==> config.mk <==
export PLATFORM = sky130hd
export DESIGN_NAME = lsu_bus_ctrl
export DESIGN_NICKNAME = d
export VERILOG_FILES = /design/src/rtl/lsu_bus_ctrl.sv
export SDC_FILE = /design/constraint.sdc
export NUM_CORES = 1
export LEC_CHECK = 0
export ABC_AREA = 1
export BUFFER_PORTS_ARGS = -buffer_cell sky130_fd_sc_hd__buf_2
export CAP_MARGIN = 20
export CORE_MARGIN = 2
export CORE_UTILIZATION = 40
export CTS_BUF_LIST = sky130_fd_sc_hd__clkbuf_8 sky130_fd_sc_hd__clkbuf_16
export DETAILED_ROUTE_END_ITERATION = 6
export GPL_ROUTABILITY_DRIVEN = 0
export GPL_TIMING_DRIVEN = 0
export PLACE_DENSITY = 0.77
export SLEW_MARGIN = 40
export SYNTH_ARGS = -nofsm -noshare
export SYNTH_HDL_FRONTEND = slang
export SYNTH_SLANG_ARGS = --single-unit
==> constraint.sdc <==
create_clock -name i_clk -period 1.5 [get_ports i_clk]
set_clock_uncertainty 0.15 [all_clocks]
set_input_delay 0.15 -clock i_clk [delete_from_list [all_inputs] [get_ports i_clk]]
set_output_delay 0.15 -clock i_clk [all_outputs]
set_load 0.1 [all_outputs]
==> src/rtl/lsu_bus_ctrl.sv <==
// LSU memory-side bus controller: one valid/ready request plus one response per load/store, stalling the pipeline throughout.
// Optional bus timeout is compiled in with `define LSU_BUS_TIMEOUT_EN.
module lsu_bus_ctrl #(
  parameter int ADDR_W         = 32,
  parameter int TIMEOUT_CYCLES = 64
) (
  input  logic              i_clk,
  input  logic              i_rst_n,
  input  logic              i_lsu_req,
  input  logic              i_lsu_we,
  input  logic [ADDR_W-1:0] i_lsu_addr,
  input  logic [31:0]       i_lsu_wdata,
  input  logic [3:0]        i_lsu_strb,
  output logic              o_lsu_stall,
  output logic              o_lsu_done,
  output logic [31:0]       o_lsu_rdata,
  output logic              o_lsu_err,
  output logic              o_bus_valid,
  input  logic              i_bus_ready,
  output logic              o_bus_we,
  output logic [ADDR_W-1:0] o_bus_addr,
  output logic [31:0]       o_bus_wdata,
  output logic [3:0]        o_bus_strb,
  input  logic              i_bus_rvalid,
  input  logic [31:0]       i_bus_rdata,
  input  logic              i_bus_rerr
);

  typedef enum logic [1:0] {IDLE, REQ, RESP, DONE} state_t;

  state_t            state_reg, state_next;
  logic              bus_we_reg, bus_we_next;
  logic [ADDR_W-1:0] bus_addr_reg, bus_addr_next;
  logic [31:0]       bus_wdata_reg, bus_wdata_next;
  logic [3:0]        bus_strb_reg, bus_strb_next;
  logic [31:0]       lsu_rdata_reg, lsu_rdata_next;
  logic              lsu_err_reg, lsu_err_next;
  logic [31:0]       req_wdata;
  logic [3:0]        req_strb;
  logic              tmo_hit;

  // Loads put no data and no strobe on the bus.
  generate
    for (genvar gi = 0; gi < 4; gi++) begin : g_lane
      assign req_wdata[8*gi +: 8] = i_lsu_we ? i_lsu_wdata[8*gi +: 8] : 8'h00;
      assign req_strb[gi]         = i_lsu_we & i_lsu_strb[gi];
    end
  endgenerate

`ifdef LSU_BUS_TIMEOUT_EN
  localparam int CNT_W = $clog2(TIMEOUT_CYCLES + 1);

  logic [CNT_W-1:0] tmo_cnt_reg, tmo_cnt_next;

  always_comb begin
    tmo_cnt_next = tmo_cnt_reg;
    if (state_reg == IDLE && i_lsu_req) begin
      tmo_cnt_next = '0;
    end else if (state_reg == REQ || state_reg == RESP) begin
      tmo_cnt_next = tmo_cnt_reg + 1'b1;
    end
  end

  always_ff @(posedge i_clk) begin
    if (!i_rst_n) begin
      tmo_cnt_reg <= '0;
    end else begin
      tmo_cnt_reg <= tmo_cnt_next;
    end
  end

  assign tmo_hit = (tmo_cnt_reg == CNT_W'(TIMEOUT_CYCLES - 1));
`else
  assign tmo_hit = 1'b0;

  // Keeps the parameter referenced when the timeout logic is not built.
  if (TIMEOUT_CYCLES < 2) begin : g_tmo_unused
  end
`endif

  always_comb begin
    state_next     = state_reg;
    bus_we_next    = bus_we_reg;
    bus_addr_next  = bus_addr_reg;
    bus_wdata_next = bus_wdata_reg;
    bus_strb_next  = bus_strb_reg;
    lsu_rdata_next = lsu_rdata_reg;
    lsu_err_next   = lsu_err_reg;
    case (state_reg)
      IDLE: begin
        if (i_lsu_req) begin
          state_next     = REQ;
          bus_we_next    = i_lsu_we;
          bus_addr_next  = i_lsu_addr & ~ADDR_W'(3);
          bus_wdata_next = req_wdata;
          bus_strb_next  = req_strb;
        end
      end
      REQ: begin
        if (i_bus_ready) begin
          state_next = RESP;
        end else if (tmo_hit) begin
          state_next     = DONE;
          lsu_rdata_next = 32'h0;
          lsu_err_next   = 1'b1;
        end
      end
      RESP: begin
        if (i_bus_rvalid) begin
          state_next     = DONE;
          lsu_rdata_next = bus_we_reg ? 32'h0 : i_bus_rdata;
          lsu_err_next   = i_bus_rerr;
        end else if (tmo_hit) begin
          state_next     = DONE;
          lsu_rdata_next = 32'h0;
          lsu_err_next   = 1'b1;
        end
      end
      DONE:    state_next = IDLE;
      default: state_next = IDLE;
    endcase
  end

  always_ff @(posedge i_clk) begin
    if (!i_rst_n) begin
      state_reg     <= IDLE;
      bus_we_reg    <= 1'b0;
      bus_addr_reg  <= '0;
      bus_wdata_reg <= 32'h0;
      bus_strb_reg  <= 4'h0;
      lsu_rdata_reg <= 32'h0;
      lsu_err_reg   <= 1'b0;
    end else begin
      state_reg     <= state_next;
      bus_we_reg    <= bus_we_next;
      bus_addr_reg  <= bus_addr_next;
      bus_wdata_reg <= bus_wdata_next;
      bus_strb_reg  <= bus_strb_next;
      lsu_rdata_reg <= lsu_rdata_next;
      lsu_err_reg   <= lsu_err_next;
    end
  end

  // Stall drops in DONE so the pipeline advances on the completing edge.
  assign o_lsu_stall = (state_reg == IDLE && i_lsu_req) || state_reg == REQ || state_reg == RESP;
  assign o_lsu_done  = (state_reg == DONE);
  assign o_lsu_rdata = lsu_rdata_reg;
  assign o_lsu_err   = lsu_err_reg;
  assign o_bus_valid = (state_reg == REQ);
  assign o_bus_we    = bus_we_reg;
  assign o_bus_addr  = bus_addr_reg;
  assign o_bus_wdata = bus_wdata_reg;
  assign o_bus_strb  = bus_strb_reg;

endmodule
==> impl_metrics.toml, run 1 <==
[run_status]
status = "complete, but fails checks"
violations = "negative setup slack"

[critical_path]
cp_data_arrival_time_ns = 1.44
crit_required_ns = 1.20
worstSetupStartpointType = "flip-flop"
cp_max_fo = 4
end_kind = "output pin"
crit_path_start = "state_reg[1]"
path_class = "flip-flop to output pin"
timing.rr.start = "state_reg[0]"

[finish]
stdcell_count = 923
layout-drive-gt1-share_pct = 47.41
fillers = 618
antenna_cells = 0
design_area_um2 = 6999
synthToLayoutAreaGrowth_pct = 85.54
layout.nets = 919
post-route-util_pct = 76.11

[routing]
vias_per_cell = 5.005
drc = 0
routed_wl_mm = 14.93
vias = 4620
firstDrtPassIters = 4
antenna_left = 0
drt_iter0_drc = 106
avgRoutedWirePerCell_um = 16.18

[pwr]
pwr-share-clk_pct = 16.1
ir_drop_v = 0.0009537
power.switching_mw = 6.431
p_int_mw = 6.256
finalPower_mw = 12.69
swShare_pct = 50.69
p_leak_nw = 3.211
powerDensity_nw_per_um2 = 1813
power.share.combinational_pct = 56.6
pwr-share-seq_pct = 27.3

[logic_synthesis]
synthTopCellsByArea = "dfxtp_1 (54%), nand2_1 (11%), a21oi_1 (8.2%)"
synth.distinct_cells = 21
postSynthCellCount = 468
synth_area_um2 = 3772
ys_seq_area_share_pct = 54.13
synth_top_area_cell = "dfxtp_1"
synth-seq-cells = 102
ys_warn_count = 0
synth_top_area_share_pct = 54.13
avgSynthCellArea_um2 = 8.061

[floorplan]
io_pins = 212
die_area_um2 = 10220
placementRows = 35
core_um2 = 9196
initial_core_util_pct = 41.02
die_h_um = 101.1
die_w_um = 101.1

[clocking]
clk_pin_slew_worst_paths_ns = 0.09
cts_tree = "done"
clk_latency_ns = 0.34
cts_buffers = 9
clkSinkCount = 102
clockBufferDepth = 2
h-tree-depth = 3
root_buffer = "clkbuf_8"

[timing]
layout_setup_ws_ns = -0.2375
max_freq_mhz = 575.5
hold_violations = 0
slew_headroom_pct = 61.02
tightest_slew_ns = 0.5848
hold_ws_ns = 0.03747
setup-violations-final = 86
drv_slew = 0
rsz0062_at_grt = "yes"
post-route-period-util_pct = 115.8
fin_crit_ns = 1.738
setup_tns_ns = -7.280

[flow_run]
maxCapViolCount = 0

[hold_path]
hold_path.class = "input pin to flip-flop"
worstHoldStart = "i_bus_rvalid"

[placed_design]
place_hpwl_mm = 8.217
dpl_cell_area_um2 = 4967
pre_cts_ws_ns = -0.4300
port_buffers = 207
place_inst = 787

[global_routing]
grt_max_degree = 17
grt_pass1_vias = 4499
grt_pass1_wl_mm = 20.57
antenna_found_initial = 0
gr-total-overflow = 0
grtUsageTotal_pct = 25.11
-- layout by cell type (no fill, tap or decap), drive strengths merged --
master       netlist  routed
o21ai             31      31
bufinv             0       3
dlygate4sd3        0     100
conb               1       2
a21oi             68      68
clkinvlp           0       1
nand2            114     114
or2                1       1
clkbuf            10      33
nand3             33      33
o21a               1       1
nor2              69      70
clkinv             0       1
ha                 4       4
buf               24     237
inv               10      11
dfxtp            102     102
-- area by class of cell --
class                           count  area [µm²]  area share (%)
Buffer                             34       292.8           4.183
Clock buffer                        9       123.9           1.770
Clock inverter                      6       110.1           1.573
Inverter                           10       57.56          0.8223
Multi-Input combinational cell    324        1874           26.78
Sequential cell                   102        2048           29.26
Tap cell                          111       138.9           1.984
Timing Repair Buffer              327        2354           33.63
-- what timing repair did --
item,CTS,global route
pin swaps,4,30
gates cloned,4,3
buffers inserted,9,5
gates resized for setup,39,159
hold buffers,100,0
setup endpoints to repair,102,105
endpoints found under the hold margin,99,0
-- cell usage after synthesis --
| cell type | count |
|---|---|
| buf_6 | 8 |
| nand2_2 | 1 |
| buf_2 | 6 |
| o21ai_0 | 31 |
| or2_2 | 1 |
| nand2_4 | 1 |
| clkbuf_1 | 10 |
| nand2_1 | 112 |
| nand3_1 | 33 |
| dfxtp_1 | 102 |
| conb_1 | 1 |
| nor2_1 | 68 |
| a21oi_2 | 6 |
| buf_1 | 1 |
| inv_2 | 2 |
| nor2_8 | 1 |
| inv_1 | 8 |
| ha_1 | 4 |
| o21a_1 | 1 |
| a21oi_1 | 62 |
| buf_4 | 9 |
-- kinds of logic (layout without fill, tap and decap cells) --
group / Yosys count / after routing / share of synthesized area (%)
AO/OA/AOI/OAI: 100 / 100 / 13.93
buffers and inverters: 44 / 386 / 7.065
other: 1 / 2 / 0.09941
adder cells (fa/ha/maj): 4 / 4 / 1.327
flip-flops: 102 / 102 / 54.13
AND/OR/NAND/NOR: 217 / 218 / 23.45
-- final timing paths --
kind / depth (start not counted) / slack [ns] / endpoint
setup / recovery: 5 / -0.24 / o_lsu_stall
hold / removal: 4 / 0.04 / o_lsu_rdata[0]
setup reg to reg: 9 / -0.18 / o_bus_wdata[22]
hold reg to reg: 2 / 0.31 / o_lsu_rdata[21]
-- critical path, stage by stage, from the launching register on --
cell and delay [ns]:
dfxtp_2 0.34, buf_4 0.14, ha_2 0.21, nor2_2 0.17, nand2_4 0.07, buf_12 0.16
-- per-layer routing --
metal	GRT usage (%)	vias to the layer above	part of all wire [%]
met4	14.35	0	3.7
met1	27.17	2175	38
met3	4.716	51	5.4
met5	0	-	0
li1	-	2190	-
met2	45.59	204	53
-- power groups by stage --
stage / logic [mW] / registers (mW) / clock network (mW)
floorplan: 1.65 / 6.48 / 0
global placement: 5.55 / 3.42 / 0
detailed placement: 5.62 / 3.45 / 0
CTS: 6.30 / 3.40 / 2.05
global route: 7.46 / 3.51 / 2.16
finish: 7.18 / 3.47 / 2.04
No activity file was read; power rests on OpenSTA's default activity.
==> inputs of run 2 (changes only) <==
==> constraint.sdc (replaced) <==
create_clock -name i_clk -period 1.5 [get_ports i_clk]
set_clock_uncertainty 0.15 [all_clocks]
set_input_delay 0.075 -clock i_clk [delete_from_list [all_inputs] [get_ports i_clk]]
set_output_delay 0.075 -clock i_clk [all_outputs]
set_load 0.1 [all_outputs]
==> run 2 against run 1 <==
- the flow still finishes with violations (negative setup slack)
- setup slack improved by 0.076 ns
- power decreased by 5.3%
- final cell count decreased by 0.54%
==> impl_metrics.toml, run 2 (synthesis gave the netlist of run 1 again) <==
[finish]
antenna_cells = 0
layout.nets = 914
layout-drive-gt1-share_pct = 42.87
synthToLayoutAreaGrowth_pct = 77.15
multi_input_area_um2 = 1744
design_area_um2 = 6683
stdcell_count = 918
register_area_um2 = 2048
final_common_cell = "buf_2"
fillers = 668
mostFrequentLayoutCells = "buf_2 (206), dlygate4sd3_1 (101), dfxtp_1 (99)"

[flow_run]
maxCapViolCount = 0

[global_routing]
grt_pass1_vias = 4493
grt_max_degree = 17
antenna_found_initial = 0
grtUsageTotal_pct = 25.14
grt_pass1_wl_mm = 20.58
gr-total-overflow = 0

[routing]
vias = 4574
drt_iter0_drc = 120
routed_wl_mm = 14.20
firstDrtPassIters = 4
antenna_left = 0
vias_per_cell = 4.983
avgRoutedWirePerCell_um = 15.47
drc = 0

[placed_design]
pre_cts_ws_ns = -0.3550
place_hpwl_mm = 8.217
port_buffers = 207
place_inst = 787
dpl_cell_area_um2 = 4967

[critical_path]
cp_slowest_cell = "dfxtp_4"
cp_max_fo = 6
crit_buf_inv = 4
cp_cell_sequence = "inv_4, ha_4, nand2_4, buf_4, buf_8, nor2_4, buf_6, nand2_4, a21oi_2"
cp_data_arrival_time_ns = 1.79
end_kind = "flip-flop"
slowest_delay_ns = 0.36
crit_top_cell = "nand2_4"
path_class = "flip-flop to flip-flop"
worstSetupStartpointType = "flip-flop"
crit_required_ns = 1.63
critPathTopFamily = "buffers and inverters"

[timing]
setup_tns_ns = -5.319
drv_slew = 0
setup-violations-final = 70
layout_setup_ws_ns = -0.1616
tightest_slew_ns = 0.5858
rsz0062_at_grt = "yes"
slew_headroom_pct = 60.95
max_freq_mhz = 601.8
hold_violations = 0
fin_crit_ns = 1.662
post-route-period-util_pct = 110.8

[pwr]
power.share.combinational_pct = 54.7
power.switching_mw = 6.145
p_leak_nw = 3.102
swShare_pct = 51.13
p_int_mw = 5.875
pwr-share-clk_pct = 17.0
powerDensity_nw_per_um2 = 1799
ir_drop_v = 0.0009094
pwr-share-seq_pct = 28.4

[floorplan]
placementRows = 35
initial_core_util_pct = 41.02
core_um2 = 9196
die_h_um = 101.1
io_pins = 212
die_w_um = 101.1
die_area_um2 = 10220

[run_status]
violations = "negative setup slack"
status = "complete, but fails checks"

[clocking]
clkSinkCount = 102
clk_latency_ns = 0.35
root_buffer = "clkbuf_8"
cts_tree = "done"
cts_buffers = 9
h-tree-depth = 3
clk_pin_slew_worst_paths_ns = 0.09
clockBufferDepth = 2

[hold_path]
hold_path.class = "input pin to flip-flop"
run 2: changes by cell type in the layout (fill, tap and decap cells not counted), sizes merged:
cell	change
buf	+8
inv	+1
dlygate4sd3	+1
clkbuf	-14
clkinv	-1
run 2: metal layers:
| metal | routed length, µm | vias to the layer above | GRT usage, % |
|---|---|---|---|
| met3 | 842 | 51 | 4.646 |
| met1 | 5378 | 2111 | 27.30 |
| met4 | 548 | 0 | 14.45 |
| li1 | - | 2185 | - |
| met5 | 0 | - | 0 |
| met2 | 7433 | 227 | 45.54 |
run 2: power groups by stage:
stage	combinational (mW)	clock, mW	sequential, mW
after floorplan	1.65	0	6.48
after global placement	5.55	0	3.42
after detailed placement	5.62	0	3.45
after CTS	6.27	2.05	3.40
after global routing	6.87	2.17	3.45
final	6.57	2.04	3.41
run 2: what timing repair did:
item,in CTS,in global routing
setup buffers,9,2
pin swaps,4,16
setup endpoints to repair,102,101
hold endpoints to repair,99,1
hold buffers,100,1
resized for setup,37,83
gates cloned,4,0
run 2: stage by stage:
| step | hold slack (ns) | power, mW | utilization [%] |
|---|---|---|---|
| after CTS | 0.008095 | 11.71 | 69.66 |
| after global routing | 0.1328 | 12.49 | 72.67 |
| after detailed placement | 0.1794 | 9.071 | 54.01 |
| after global placement | 0.1723 | 8.969 | 54.01 |
| after floorplan | 0.06071 | 8.134 | - |
| final | 0.06130 | 12.02 | 72.67 |
run 2: layout make-up:
cell class	instances	area share [%]
repair buffers	322	33.01
flip-flops and latches	102	30.65
multi-input cells	324	26.10
plain buffers	34	3.988
well taps	111	2.078
clock buffers	9	1.854
clock inverters	6	1.648
inverters	10	0.6740
run 2: worst min-delay path: stages:
cell,delay (ns)
buf_2,0.07
inv_1,0.03
nand2_1,0.05
nand3_1,0.13
nor2_1,0.11
nor2_1,0.06
run 2: worst paths after layout:
kind / start / to / slack [ns] / cells past startpoint
worst min-delay path: i_bus_ready / state_reg[0] / 0.06 / 6
worst max register to register: state_reg[0] / o_bus_wdata[3] / -0.16 / 9
worst max-delay path: state_reg[0] / o_bus_wdata[3] / -0.16 / 9
worst min register to register: o_bus_wdata[1] / o_bus_wdata[1] / 0.32 / 2
